--- src/rtl/led_pattern_seq.sv ---
// led_pattern_seq: four-animation 8-LED pattern generator with debounced mode key and pause.
// Optional macro LED_PWM_EN gates the registered LED word with an 8-bit PWM frame counter.
module led_pattern_seq #(
  parameter int STEP_CYCLES = 12_500_000,
  parameter int DB_CYCLES   = 1_000_000,
  parameter int PWM_DUTY    = 64
) (
  input  logic       CLK_50M,
  input  logic       RST_N,
  input  logic       KEY_MODE,
  input  logic       PAUSE,
  output logic [7:0] LED,
  output logic [1:0] MODE
);

  localparam int STEP_W = $clog2(STEP_CYCLES);
  localparam int DB_W   = $clog2(DB_CYCLES);
  localparam logic [STEP_W-1:0] STEP_LAST = STEP_W'(STEP_CYCLES - 1);
  localparam logic [DB_W-1:0]   DB_LAST   = DB_W'(DB_CYCLES - 1);

  typedef enum logic [1:0] {
    M0_RUN_L    = 2'd0,
    M1_RUN_R    = 2'd1,
    M2_PINGPONG = 2'd2,
    M3_BLINK    = 2'd3
  } mode_t;

  logic            key_s1, key_s2, key_db, press;
  logic [DB_W-1:0] db_cnt;

  mode_t             state, state_nxt;
  logic [7:0]        pattern, pattern_nxt;
  logic              dir_right, dir_nxt;
  logic [STEP_W-1:0] step_cnt, step_nxt;
  logic              tick;

  function automatic logic [7:0] seed_of(input mode_t m);
    case (m)
      M1_RUN_R: seed_of = 8'h80;
      M3_BLINK: seed_of = 8'h55;
      default:  seed_of = 8'h01;
    endcase
  endfunction

  // Key path: 2-FF synchroniser, then a debouncer that only fires on the press edge
  always_ff @(posedge CLK_50M or negedge RST_N) begin
    if (!RST_N) begin
      key_s1 <= 1'b1;
      key_s2 <= 1'b1;
      key_db <= 1'b1;
      db_cnt <= '0;
      press  <= 1'b0;
    end else begin
      key_s1 <= KEY_MODE;
      key_s2 <= key_s1;
      press  <= 1'b0;
      if (key_s2 == key_db) begin
        db_cnt <= '0;
      end else if (db_cnt == DB_LAST) begin
        key_db <= key_s2;
        db_cnt <= '0;
        press  <= ~key_s2;
      end else begin
        db_cnt <= db_cnt + DB_W'(1);
      end
    end
  end

  assign tick = (step_cnt == STEP_LAST) && !PAUSE;

  always_comb begin
    state_nxt   = state;
    pattern_nxt = pattern;
    dir_nxt     = dir_right;
    step_nxt    = step_cnt;
    if (!PAUSE) step_nxt = tick ? '0 : step_cnt + STEP_W'(1);
    // A press outranks a coincident tick: the tick is simply dropped
    if (press) begin
      case (state)
        M0_RUN_L:    state_nxt = M1_RUN_R;
        M1_RUN_R:    state_nxt = M2_PINGPONG;
        M2_PINGPONG: state_nxt = M3_BLINK;
        default:     state_nxt = M0_RUN_L;
      endcase
      pattern_nxt = seed_of(state_nxt);
      dir_nxt     = 1'b0;
      step_nxt    = '0;
    end else if (tick) begin
      case (state)
        M0_RUN_L: pattern_nxt = {pattern[6:0], pattern[7]};
        M1_RUN_R: pattern_nxt = {pattern[0], pattern[7:1]};
        M2_PINGPONG: begin
          // Turn around on the endpoint itself so it is never shown twice
          if (!dir_right) begin
            if (pattern[7]) begin
              pattern_nxt = pattern >> 1;
              dir_nxt     = 1'b1;
            end else begin
              pattern_nxt = pattern << 1;
            end
          end else begin
            if (pattern[0]) begin
              pattern_nxt = pattern << 1;
              dir_nxt     = 1'b0;
            end else begin
              pattern_nxt = pattern >> 1;
            end
          end
        end
        default: pattern_nxt = ~pattern;
      endcase
    end
  end

  always_ff @(posedge CLK_50M or negedge RST_N) begin
    if (!RST_N) begin
      state     <= M0_RUN_L;
      pattern   <= 8'h01;
      dir_right <= 1'b0;
      step_cnt  <= '0;
    end else begin
      state     <= state_nxt;
      pattern   <= pattern_nxt;
      dir_right <= dir_nxt;
      step_cnt  <= step_nxt;
    end
  end

  assign MODE = state;

`ifdef LED_PWM_EN
  localparam logic [8:0] PWM_LIM = 9'(PWM_DUTY);

  logic [7:0] frame_cnt;
  logic [7:0] led_q;
  logic       pwm_on;

  assign pwm_on = ({1'b0, frame_cnt} < PWM_LIM);

  always_ff @(posedge CLK_50M or negedge RST_N) begin
    if (!RST_N) begin
      frame_cnt <= '0;
      led_q     <= 8'h01;
    end else begin
      frame_cnt <= frame_cnt + 8'd1;
      led_q     <= pattern_nxt & {8{pwm_on}};
    end
  end

  assign LED = led_q;
`else
  assign LED = pattern;
`endif

endmodule
--- config.mk ---
export PLATFORM = sky130hd
export DESIGN_NAME = led_pattern_seq
export DESIGN_NICKNAME = d
export VERILOG_FILES = /design/src/rtl/led_pattern_seq.sv
export SDC_FILE = /design/constraint.sdc
export NUM_CORES = 1
export LEC_CHECK = 0
export BUFFER_PORTS_ARGS = -buffer_cell sky130_fd_sc_hd__buf_4
export CAP_MARGIN = 40
export CORE_MARGIN = 2
export CORE_UTILIZATION = 45
export DETAILED_ROUTE_END_ITERATION = 16
export PLACE_DENSITY = 0.61
export SYNTH_ARGS = -nofsm -noshare
export SYNTH_HDL_FRONTEND = slang
export SYNTH_SLANG_ARGS = --single-unit
export TNS_END_PERCENT = 20
--- constraint.sdc ---
create_clock -name CLK_50M -period 6.2 [get_ports CLK_50M]
set_input_delay 0.31 -clock CLK_50M [delete_from_list [all_inputs] [get_ports CLK_50M]]
set_output_delay 0.31 -clock CLK_50M [all_outputs]
set_load 0.02 [all_outputs]
==> parameters.txt, run 1 <==
Parameter                              Value

Clocking
  Sinks on the clock net    59
  Number of buffers inserted for hold repair after clock tree synthesis    0
  CTS tree    built
  Total CTS buffers    9
  Clock-pin slew reported for the worst setup and hold paths after clock tree synthesis    80 ps
  Number of gates resized after cts    0
  Maximum buffer depth of the clock tree    2
  Level count of the clock H-tree    3
  Root Buffer Master    sky130_fd_sc_hd__clkbuf_8
  Clock latency on the worst-skew pair    340 ps
  Post-CTS setup repair buffer count    0

Cells and area
  Share of post-route cells with drive strength above 1    11.9%
  Antenna cell count    0
  Total Nets Final    358
  Area growth from synthesis to final layout    11.9%
  Filler cells    638

Min path
  Kind of path behind the tightest hold check    in2async

STA
  Final hold viol count    0
  Endpoints failing setup    0
  Pins Over Slew Limit    0
  Unrepaired setup endpoints after global routing    no
  Final Skew    11.5 ps
  Final worst path period need    2540 ps
  Measured slew at the worst slew-check pin    796 ps
  Setup tns final    0 ps
  Final Cycle Share    41.0%
  Slew HR    46.4%
  Highest clock rate    0.394 GHz
  Hold Slack    21.6 ps

Setup path
  Worst path most repeated cell    sky130_fd_sc_hd__nand2_1
  R2r worst-path depth    5
  Register-to-register path setup slack    3660 ps
  Worst R2R End    step_cnt[8]
  Startpoint type of the worst setup path    flop
  Delay of the slowest critical-path stage    640 ps
  Critical path cell sequence    or4_1 > nor4_1 > nand2_1 > nand2_1 > nor2_1
  Critical setup path kind    reg2reg
  Startpoint of the most critical setup path    step_cnt[14]
  Reg2Reg Launch Point    step_cnt[14]
  Largest driver fanout on the critical path    21
  Critical-path top delay cell    sky130_fd_sc_hd__nand2_1
  Capturing element type of the critical path    flop
  Crit path arrival time    2720 ps
  CP required    6380 ps

Pwr
  Switching power total    0.219 mW
  Int Power    0.653 mW
  Pwr per Cell Area    245 nW/µm²
  Net switching fraction of the power    25.2%
  Clock Power Share    45.6%
  Seq pwr share    48.9%
  Maximum ir drop on the vdd rail    0.136 mV
  Proportion of power drawn by combinational gates    5.5%
  Leak Pwr    1.49 nW

Drt
  Detailed router's first-iteration violation count    143
  Total via count in the routed design    2,402
  Final routed DRC violation total    0
  Wire length per cell after detailed routing    14.5 µm
  Post-route antenna net violation count    0
  Routed Wire Length    6480 µm
  Length of the first detailed-routing pass in iterations    4
  DR vias/cell    5.36

Floorplan
  Placeable core region    6830 µm²
  Top-Level Pins    14
  DIE HEIGHT    88.1 µm
  Standard-cell rows    30
  Die Footprint    7770 µm²
  Chip width    88.1 µm
  Initial standard-cell utilization of the core    46.6%

GRT
  Global-route wire length before repair    11,300 µm
  Vias in the first global route    2,321
  Residual overflow from global routing    0
  Antenna violations before repair    0
  All-layer global routing usage    18.9%
  Pin count of the biggest net entering global routing    60

Run
  Max-capacitance violation count    0

Place
  Final RePlAce weighted congestion    0.776
  Detailed Place HPWL    4070 µm
  Buffers added on ports    13

Yosys
  Count of synthesis-stage warnings from yosys    0
  Number of distinct library cells after synthesis    50
  Post-synthesis sequential area ratio    46.5%
  Top cell type's share of synthesized area    43.2%
  Asr flop ratio synth    100%
  Main area contributors after synthesis    sky130_fd_sc_hd__dfrtp_1 (43%), sky130_fd_sc_hd__nor2_1 (6.0%), sky130_fd_sc_hd__xor2_1 (5.8%)
  Cell type with the highest aggregate area in the netlist    sky130_fd_sc_hd__dfrtp_1
  Post-Synthesis Net Count    347
  Dominant register cell in the synthesized netlist    sky130_fd_sc_hd__dfrtp_1
  Number of enable-type register cells in the synthesized netlist    0
  Syn avg cell area    9.48 µm²
  Post-synth design cell area    3180 µm²
  Synthesis-stage register bit count    59
  Cells after synthesis    336

Status
  Outcome    finished clean
-- logic make-up (layout without fill, tap and decap cells) --
family / Yosys count / after routing / share of synthesized area (%)
buffers and inverters: 20 / 36 / 2.83
adder cells (fa/ha/maj): 7 / 7 / 2.75
XOR/XNOR: 41 / 41 / 11.3
flip-flops: 59 / 59 / 46.5
AO/OA/AOI/OAI: 47 / 47 / 9.86
multiplexers: 4 / 4 / 1.38
AND/OR/NAND/NOR: 158 / 158 / 25.4
-- synth_stat cells (2+ instances only) --
library cell               number
sky130_fd_sc_hd__dfrtp_1       55
sky130_fd_sc_hd__nand3_1       12
sky130_fd_sc_hd__a31oi_1        4
sky130_fd_sc_hd__buf_1          2
sky130_fd_sc_hd__a221o_1        6
sky130_fd_sc_hd__a221oi_1       3
sky130_fd_sc_hd__buf_2          3
sky130_fd_sc_hd__ha_1           7
sky130_fd_sc_hd__and3_1         9
sky130_fd_sc_hd__clkbuf_1       6
sky130_fd_sc_hd__nand2_1       28
sky130_fd_sc_hd__nand4_1       13
sky130_fd_sc_hd__nor3_1         9
sky130_fd_sc_hd__nor2_1        51
sky130_fd_sc_hd__a21oi_1       15
sky130_fd_sc_hd__inv_1          7
sky130_fd_sc_hd__nand2b_1       3
sky130_fd_sc_hd__nor2b_1        2
sky130_fd_sc_hd__mux2_2         3
sky130_fd_sc_hd__nor4_1         6
sky130_fd_sc_hd__o21ai_0       10
sky130_fd_sc_hd__or4_1          4
sky130_fd_sc_hd__nand3b_1       4
sky130_fd_sc_hd__nand4b_1       2
sky130_fd_sc_hd__or3_1          4
sky130_fd_sc_hd__dfstp_2        4
sky130_fd_sc_hd__xor2_1        21
sky130_fd_sc_hd__a21boi_0       2
sky130_fd_sc_hd__xnor2_1       20
-- per-stage QoR --
stage                     power (mW)  std cells  worst slack [ps]  util [%]  area [µm²]
after floorplan                0.461        336              4200         -        3180
after global routing           0.922        448              3530      52.2        3560
final                          0.872        448              3660      52.2        3560
after CTS                      0.886        448              3660      52.2        3560
after detailed placement       0.482        432              3700      48.9        3340
after global placement         0.481        432              3810      48.9        3340
-- cell type report --
type                    instances  area [µm²]  share of cell area (%)
clock buffers                   9         124                    3.48
flip-flops and latches         59        1480                    41.6
well taps                      96         120                    3.37
inverters                       7        26.3                   0.737
multi-input cells             257        1610                    45.3
clock inverters                 7         101                    2.84
repair buffers                 13        97.6                    2.74
-- routing by layer --
layer	up-vias	wire length (µm)	GRT usage (%)
met5	-	0	0
met4	0	36	5.51
met3	5	260	6.69
met2	48	2900	27.2
met1	1146	3280	27.0
li1	1203	-	-
-- layout by cell type (no fill, tap or decap), types with 2 or more instances in the layout --
cell type	n
sky130_fd_sc_hd__a31oi_1	4
sky130_fd_sc_hd__and3_1	9
sky130_fd_sc_hd__nand2_1	28
sky130_fd_sc_hd__nand4_1	13
sky130_fd_sc_hd__or4_1	4
sky130_fd_sc_hd__nand2b_1	3
sky130_fd_sc_hd__clkinvlp_4	2
sky130_fd_sc_hd__nor3_1	9
sky130_fd_sc_hd__inv_1	7
sky130_fd_sc_hd__nand3b_1	4
sky130_fd_sc_hd__nand4b_1	2
sky130_fd_sc_hd__mux2_2	3
sky130_fd_sc_hd__a21oi_1	15
sky130_fd_sc_hd__nor2b_1	2
sky130_fd_sc_hd__dfrtp_1	55
sky130_fd_sc_hd__or3_1	4
sky130_fd_sc_hd__nand3_1	12
sky130_fd_sc_hd__o21ai_0	10
sky130_fd_sc_hd__nor2_1	51
sky130_fd_sc_hd__xnor2_1	20
sky130_fd_sc_hd__nor4_1	6
sky130_fd_sc_hd__ha_1	7
sky130_fd_sc_hd__clkbuf_8	9
sky130_fd_sc_hd__a21boi_0	2
sky130_fd_sc_hd__dfstp_2	4
sky130_fd_sc_hd__a221o_1	6
sky130_fd_sc_hd__bufinv_16	2
sky130_fd_sc_hd__xor2_1	21
sky130_fd_sc_hd__buf_4	13
sky130_fd_sc_hd__a221oi_1	3
sky130_fd_sc_hd__clkinv_4	2
-- flip-flops by register name (all words and copies together) (netlist names) --
name,cells
press,1
LED,8
key_s1,1
key_db,1
dir_right,1
step_cnt,24
key_s2,1
MODE,2
db_cnt,20
-- power by group through the flow --
stage	Combinational, mW	Clock [mW]	Sequential [mW]
floorplan	0.0329	0	0.428
global placement	0.0482	0	0.432
detailed placement	0.0487	0	0.433
CTS	0.0494	0.411	0.426
global route	0.0575	0.434	0.430
finish	0.0480	0.398	0.426
-- worst max-delay path: cells and delay by family (launching register included) --
kind             cells  cell delay (ps)
and+or+nand+nor      5             1940
DFF                  1              440
-- worst max-delay path by stage --
| stage | end | depth (start not counted) |
|---|---|---|
| finish | step_cnt[8] | 5 |
| global route | step_cnt[8] | 5 |
| floorplan | db_cnt[10] | 7 |
| detailed placement | step_cnt[8] | 5 |
| global placement | step_cnt[17] | 5 |
| CTS | step_cnt[8] | 5 |
Note: power is estimated with default switching activity, not from simulation.
==> inputs of run 2 (changes only) <==
==> constraint.sdc (replaced) <==
create_clock -name CLK_50M -period 2.6 [get_ports CLK_50M]
set_input_delay 0.13 -clock CLK_50M [delete_from_list [all_inputs] [get_ports CLK_50M]]
set_output_delay 0.13 -clock CLK_50M [all_outputs]
set_load 0.02 [all_outputs]
==> parameters.txt, run 2 (synthesis results as in run 1) <==
Parameter                              Value

GRT
  Pin count of the biggest net entering global routing    60
  Residual overflow from global routing    0
  All-layer global routing usage    18.4%
  Vias in the first global route    2,331
  Global-route wire length before repair    11,100 µm
  Antenna violations before repair    0

Cells and area
  Number of flip-flops in the largest register    24
  Area growth from synthesis to final layout    12.7%
  Final design instance area without fill    3590 µm²
  Largest register by flop count    step_cnt
  Share of post-route cells with drive strength above 1    12.8%
  Most frequent cells in the layout    sky130_fd_sc_hd__dfrtp_1 (55), sky130_fd_sc_hd__nor2_1 (51), sky130_fd_sc_hd__nand2_1 (28)
  Core utilization of the finished layout    52.5%
  Antenna cell count    0
  Final Instance Count excl. Fillers    454
  Total Nets Final    364
  Most common library cell in the layout ignoring fill and taps    sky130_fd_sc_hd__dfrtp_1

Pwr
  Int Power    1.46 mW
  Pwr per Cell Area    549 nW/µm²
  Pwr Total    1.97 mW
  Seq pwr share    51.4%
  Switching power total    0.507 mW
  Leak Pwr    1.52 nW
  Clock Power Share    42.4%
  Proportion of power drawn by combinational gates    6.2%
  Maximum ir drop on the vdd rail    0.310 mV
  Net switching fraction of the power    25.7%

STA
  Final Cycle Share    84.3%
  Setup tns final    0 ps
  Final Skew    10.2 ps
  Pins Over Slew Limit    0
  Highest clock rate    0.456 GHz
  Hold Slack    108 ps
  Slew HR    51.8%
  Endpoints failing setup    0
  Unrepaired setup endpoints after global routing    no
  Final worst path period need    2190 ps
  Final hold viol count    0
  Fin worst setup slack    407 ps
  Measured slew at the worst slew-check pin    723 ps

Place
  Standard cell area after detailed placement    3370 µm²
  Placement Setup Slack    378 ps
  Buffers added on ports    13
  Detailed Place HPWL    4140 µm
  Cell Count Post-Placement    436
  Final RePlAce weighted congestion    0.776

Drt
  Post-route antenna net violation count    0
  Total via count in the routed design    2,425
  Detailed router's first-iteration violation count    154
  DR vias/cell    5.34
  Routed Wire Length    6260 µm
  Final routed DRC violation total    0
  Wire length per cell after detailed routing    13.8 µm
  Length of the first detailed-routing pass in iterations    4

Status
  Outcome    finished clean

Clocking
  Clock latency on the worst-skew pair    340 ps
  Level count of the clock H-tree    3
  Total CTS buffers    9
  Clock-pin slew reported for the worst setup and hold paths after clock tree synthesis    70 ps
  Root Buffer Master    sky130_fd_sc_hd__clkbuf_8
  Maximum buffer depth of the clock tree    2
  CTS tree    built
  Sinks on the clock net    59

Min path
  Kind of path behind the tightest hold check    in2reg

Setup path
  CP required    2860 ps
  Crit path arrival time    2450 ps
  Largest driver fanout on the critical path    12
  Critical setup path kind    reg2reg
  Startpoint type of the worst setup path    flop
  Capturing element type of the critical path    flop

Floorplan
  Placeable core region    6830 µm²
  Standard-cell rows    30
  Die Footprint    7770 µm²
  Initial standard-cell utilization of the core    46.6%
  DIE HEIGHT    88.1 µm
  Top-Level Pins    14
  Chip width    88.1 µm

Run
  Max-capacitance violation count    0
-- run 2: path summary, 6_finish.rpt --
| check | startpoint | endpoint | slack, ps | depth (start not counted) |
|---|---|---|---|---|
| max in group asynchronous | RST_N | step_cnt[8] | 1720 | 2 |
| hold reg to reg | key_s1 | key_s2 | 360 | 0 |
| min in group asynchronous | RST_N | LED[5] | 400 | 2 |
| hold / removal | PAUSE | step_cnt[1] | 110 | 3 |
| setup reg to reg | step_cnt[14] | dir_right | 410 | 5 |
| setup / recovery | step_cnt[14] | dir_right | 410 | 5 |
-- run 2: repair_timing --
action	4_1_cts	5_1_grt
hold buffers	2	0
endpoints found under the hold margin	56	0
gates resized for setup	0	0
setup buffers	0	0
-- run 2: final cells by class --
cell class	instances	area, µm²
fill	654	3240
multi-input combinational	257	1610
sequential	59	1480
timing repair buffer	19	148
clock buffer	9	124
tap	96	120
clock inverter	7	77.6
inverter	7	26.3
-- run 2: power by group through the flow --
stage	Clock, mW	Combinational [mW]	Sequential, mW
5_1_grt	0.906	0.142	1.02
6_report	0.835	0.123	1.01
4_1_cts	0.866	0.127	1.01
3_3_place_gp	0	0.122	1.03
3_5_place_dp	0	0.124	1.03
2_1_floorplan	0	0.0785	1.02
-- run 2: routing by layer --
| metal | track usage [%] | part of all wire (%) | up-vias |
|---|---|---|---|
| met5 | 0 | 0 | - |
| met1 | 25.7 | 50 | 1159 |
| met2 | 28.0 | 46 | 40 |
| met3 | 5.09 | 3.8 | 6 |
| met4 | 5.51 | 0.83 | 0 |
| li1 | - | - | 1220 |
-- run 2: worst max-delay path, stage by stage, from the launching register on --
cell and delay, ps:
sky130_fd_sc_hd__dfrtp_1 430, sky130_fd_sc_hd__or4_1 550, sky130_fd_sc_hd__nor4_1 300, sky130_fd_sc_hd__nand2_1 310, sky130_fd_sc_hd__or3_1 400, sky130_fd_sc_hd__a21oi_1 140
==> inputs of run 3 (changes only) <==
--- a/config.mk
+++ b/config.mk
@@ -5,12 +5,13 @@
 export SDC_FILE = /design/constraint.sdc
 export NUM_CORES = 1
 export LEC_CHECK = 0
+export ABC_AREA = 1
 export BUFFER_PORTS_ARGS = -buffer_cell sky130_fd_sc_hd__buf_4
 export CAP_MARGIN = 40
 export CORE_MARGIN = 2
 export CORE_UTILIZATION = 45
 export DETAILED_ROUTE_END_ITERATION = 16
-export PLACE_DENSITY = 0.61
+export PLACE_DENSITY = 0.63
 export SYNTH_ARGS = -nofsm -noshare
 export SYNTH_HDL_FRONTEND = slang
 export SYNTH_SLANG_ARGS = --single-unit
==> constraint.sdc (replaced) <==
create_clock -name CLK_50M -period 1.85 [get_ports CLK_50M]
set_input_delay 0.0925 -clock CLK_50M [delete_from_list [all_inputs] [get_ports CLK_50M]]
set_output_delay 0.0925 -clock CLK_50M [all_outputs]
set_load 0.02 [all_outputs]
==> parameters.txt, run 3 <==
Parameter                              Value

Status
  Outcome    finished clean

Place
  Detailed Place HPWL    5700 µm
  Placement Setup Slack    166 ps
  Final RePlAce weighted congestion    0.911
  Buffers added on ports    13
  Standard cell area after detailed placement    3800 µm²
  Cell Count Post-Placement    601

Setup path
  Capturing element type of the critical path    flop
  Buffers and inverters on the worst path    2
  Critical-path top delay cell    sky130_fd_sc_hd__dfrtp_1
  Startpoint of the most critical setup path    step_cnt[0]
  Critical path cell sequence    ha_1 > nand3_1 > inv_1 > nand2_2 > nor2_4 > nand3_4 > nand2_8 > inv_6 > and3_2
  Critical setup path kind    reg2reg
  Reg2Reg Launch Point    step_cnt[0]
  Delay of the slowest critical-path stage    380 ps
  CP required    2080 ps
  Startpoint type of the worst setup path    flop
  Top delay family on crit path    simple AND/OR/NAND/NOR gates
  Largest driver fanout on the critical path    15
  Register-to-register path setup slack    180 ps
  Crit path arrival time    1910 ps
  R2r worst-path depth    9
  Crit path to    step_cnt[10]
  Stages on worst setup path    9
  Worst R2R End    step_cnt[10]

GRT
  All-layer global routing usage    19.9%
  Vias in the first global route    2,976
  Gr busiest metal    met2
  Pin count of the biggest net entering global routing    60
  Fraction of met3 tracks used by global routing    4.27%
  Global-route wire length before repair    13,800 µm
  Met2 capacity usage during global routing    30.8%
  Antenna violations before repair    0
  Residual overflow from global routing    0
  Met1 Usage GRT    27.8%

Floorplan
  Initial standard-cell utilization of the core    46.4%
  Top-Level Pins    14
  DIE HEIGHT    93.2 µm
  Chip width    93.2 µm
  Standard-cell rows    32
  Placeable core region    7730 µm²
  Die Footprint    8690 µm²

Pwr
  Maximum ir drop on the vdd rail    0.358 mV
  Net switching fraction of the power    28.5%
  Leak Pwr    1.91 nW
  Proportion of power drawn by combinational gates    9.3%
  Pwr per Cell Area    724 nW/µm²
  Seq pwr share    50.1%
  Clock Power Share    40.6%
  Int Power    2.08 mW
  Switching power total    0.831 mW

Clocking
  Clock-pin slew reported for the worst setup and hold paths after clock tree synthesis    70 ps
  Total CTS buffers    9
  Maximum buffer depth of the clock tree    2
  Sinks on the clock net    59
  Root Buffer Master    sky130_fd_sc_hd__clkbuf_8
  Clock latency on the worst-skew pair    350 ps
  CTS tree    built
  Level count of the clock H-tree    3

STA
  Highest clock rate    0.598 GHz
  Pins Over Slew Limit    0
  Unrepaired setup endpoints after global routing    no
  Hold Slack    134 ps
  Measured slew at the worst slew-check pin    734 ps
  Fin worst setup slack    176 ps
  Setup tns final    0 ps
  Endpoints failing setup    0
  Final Cycle Share    90.5%
  Final worst path period need    1670 ps
  Slew HR    51.1%
  Final Skew    16.3 ps
  Final hold viol count    0

Cells and area
  Area growth from synthesis to final layout    12.2%
  Total Nets Final    523
  Share of post-route cells with drive strength above 1    10.8%
  Antenna cell count    0
  Final design instance area without fill    4020 µm²
  Number of flip-flops in the largest register    24
  Most common library cell in the layout ignoring fill and taps    sky130_fd_sc_hd__nand2_1
  Largest register by flop count    step_cnt
  Filler cells    728
  Most frequent cells in the layout    sky130_fd_sc_hd__nand2_1 (111), sky130_fd_sc_hd__inv_1 (74), sky130_fd_sc_hd__nor2_1 (69)
  Final Instance Count excl. Fillers    619

Drt
  Length of the first detailed-routing pass in iterations    4
  Routed Wire Length    7970 µm
  Final routed DRC violation total    0
  Post-route antenna net violation count    0
  DR vias/cell    5.05
  Total via count in the routed design    3,128
  Wire length per cell after detailed routing    12.9 µm
  Detailed router's first-iteration violation count    144

Yosys
  Asr flop ratio synth    100%
  Count of synthesis-stage warnings from yosys    0
  Dominant register cell in the synthesized netlist    sky130_fd_sc_hd__dfrtp_1
  Number of distinct library cells after synthesis    38
  Post-synthesis sequential area ratio    41.3%
  Syn avg cell area    7.37 µm²
  Top cell type's share of synthesized area    38.4%
  Main area contributors after synthesis    sky130_fd_sc_hd__dfrtp_1 (38%), sky130_fd_sc_hd__nand2_1 (12%), sky130_fd_sc_hd__inv_1 (7.8%)
  Number of enable-type register cells in the synthesized netlist    0
  Cells after synthesis    486
  Post-Synthesis Net Count    497
  Count leader, synth    sky130_fd_sc_hd__nand2_1
  Synthesis-stage register bit count    59
  Synth cell count leaders    sky130_fd_sc_hd__nand2_1 (111), sky130_fd_sc_hd__inv_1 (74), sky130_fd_sc_hd__nor2_1 (69)
  Post-synth design cell area    3580 µm²
  Cell type with the highest aggregate area in the netlist    sky130_fd_sc_hd__dfrtp_1

Min path
  Hold path depth    4
  Kind of path behind the tightest hold check    in2reg

Run
  Max-capacitance violation count    0
[run 3: power by group through the flow]
stage,registers [mW],logic [mW],clock network (mW)
floorplan,1.46,0.192,0
global placement,1.48,0.268,0
detailed placement,1.48,0.271,0
CTS,1.46,0.278,1.21
global route,1.47,0.320,1.27
finish,1.46,0.272,1.18
[run 3: cells by family after synthesis]
family / after synthesis / synth area share (%)
AOI/OAI and AO/OA: 41 / 6.36
xor gates and xnor gates: 18 / 4.40
adders and majority gates: 7 / 2.44
buffers and inverters: 80 / 9.11
DFF: 59 / 41.3
muxes: 1 / 0.279
and+or+nand+nor: 280 / 36.1
[run 3: how the worst min path moves through the flow]
stage | from | endpoint | slack (ps)
floorplan | RST_N | LED[1] | -200
global placement | KEY_MODE | key_s1 | 200
detailed placement | KEY_MODE | key_s1 | 200
CTS | PAUSE | step_cnt[14] | 130
global route | PAUSE | step_cnt[14] | 160
finish | PAUSE | step_cnt[14] | 130
[run 3: per-layer routing]
metal / up-vias / wire length [µm] / share of wire, %
met5: - / 0 / 0
met4: 0 / 80 / 1.0
met3: 6 / 336 / 4.2
met2: 53 / 3690 / 46
met1: 1460 / 3860 / 48
li1: 1609 / - / -
[run 3: per-stage QoR]
step | util, % | power (mW)
finish | 52.0 | 2.91
global route | 52.0 | 3.06
CTS | 52.0 | 2.95
detailed placement | 49.2 | 1.75
global placement | 49.2 | 1.75
floorplan | - | 1.65
[run 3: final cells by class]
| cell class | instances | area [µm²] | area share (%) |
|---|---|---|---|
| flip-flops and latches | 59 | 1480 | 36.8 |
| clock buffers | 9 | 124 | 3.08 |
| well taps | 102 | 128 | 3.17 |
| inverters | 76 | 290 | 7.22 |
| clock inverters | 7 | 68.8 | 1.71 |
| multi-input cells | 347 | 1780 | 44.3 |
| repair buffers | 19 | 148 | 3.67 |
[run 3: what timing repair did]
action / 4_1_cts / 5_1_grt
hold buffers: 2 / 0
endpoints found under the setup margin: 0 / 3
setup buffers: 0 / 0
gates resized for setup: 0 / 2
endpoints found under the hold margin: 56 / 0
[run 3: worst register-to-register path: stages (launching register included)]
cell	delay, ps
sky130_fd_sc_hd__dfrtp_1	380
sky130_fd_sc_hd__ha_1	200
sky130_fd_sc_hd__nand3_1	120
sky130_fd_sc_hd__inv_1	110
sky130_fd_sc_hd__nand2_2	80
sky130_fd_sc_hd__nor2_4	120
sky130_fd_sc_hd__nand3_4	150
sky130_fd_sc_hd__nand2_8	150
sky130_fd_sc_hd__inv_6	90
sky130_fd_sc_hd__and3_2	180
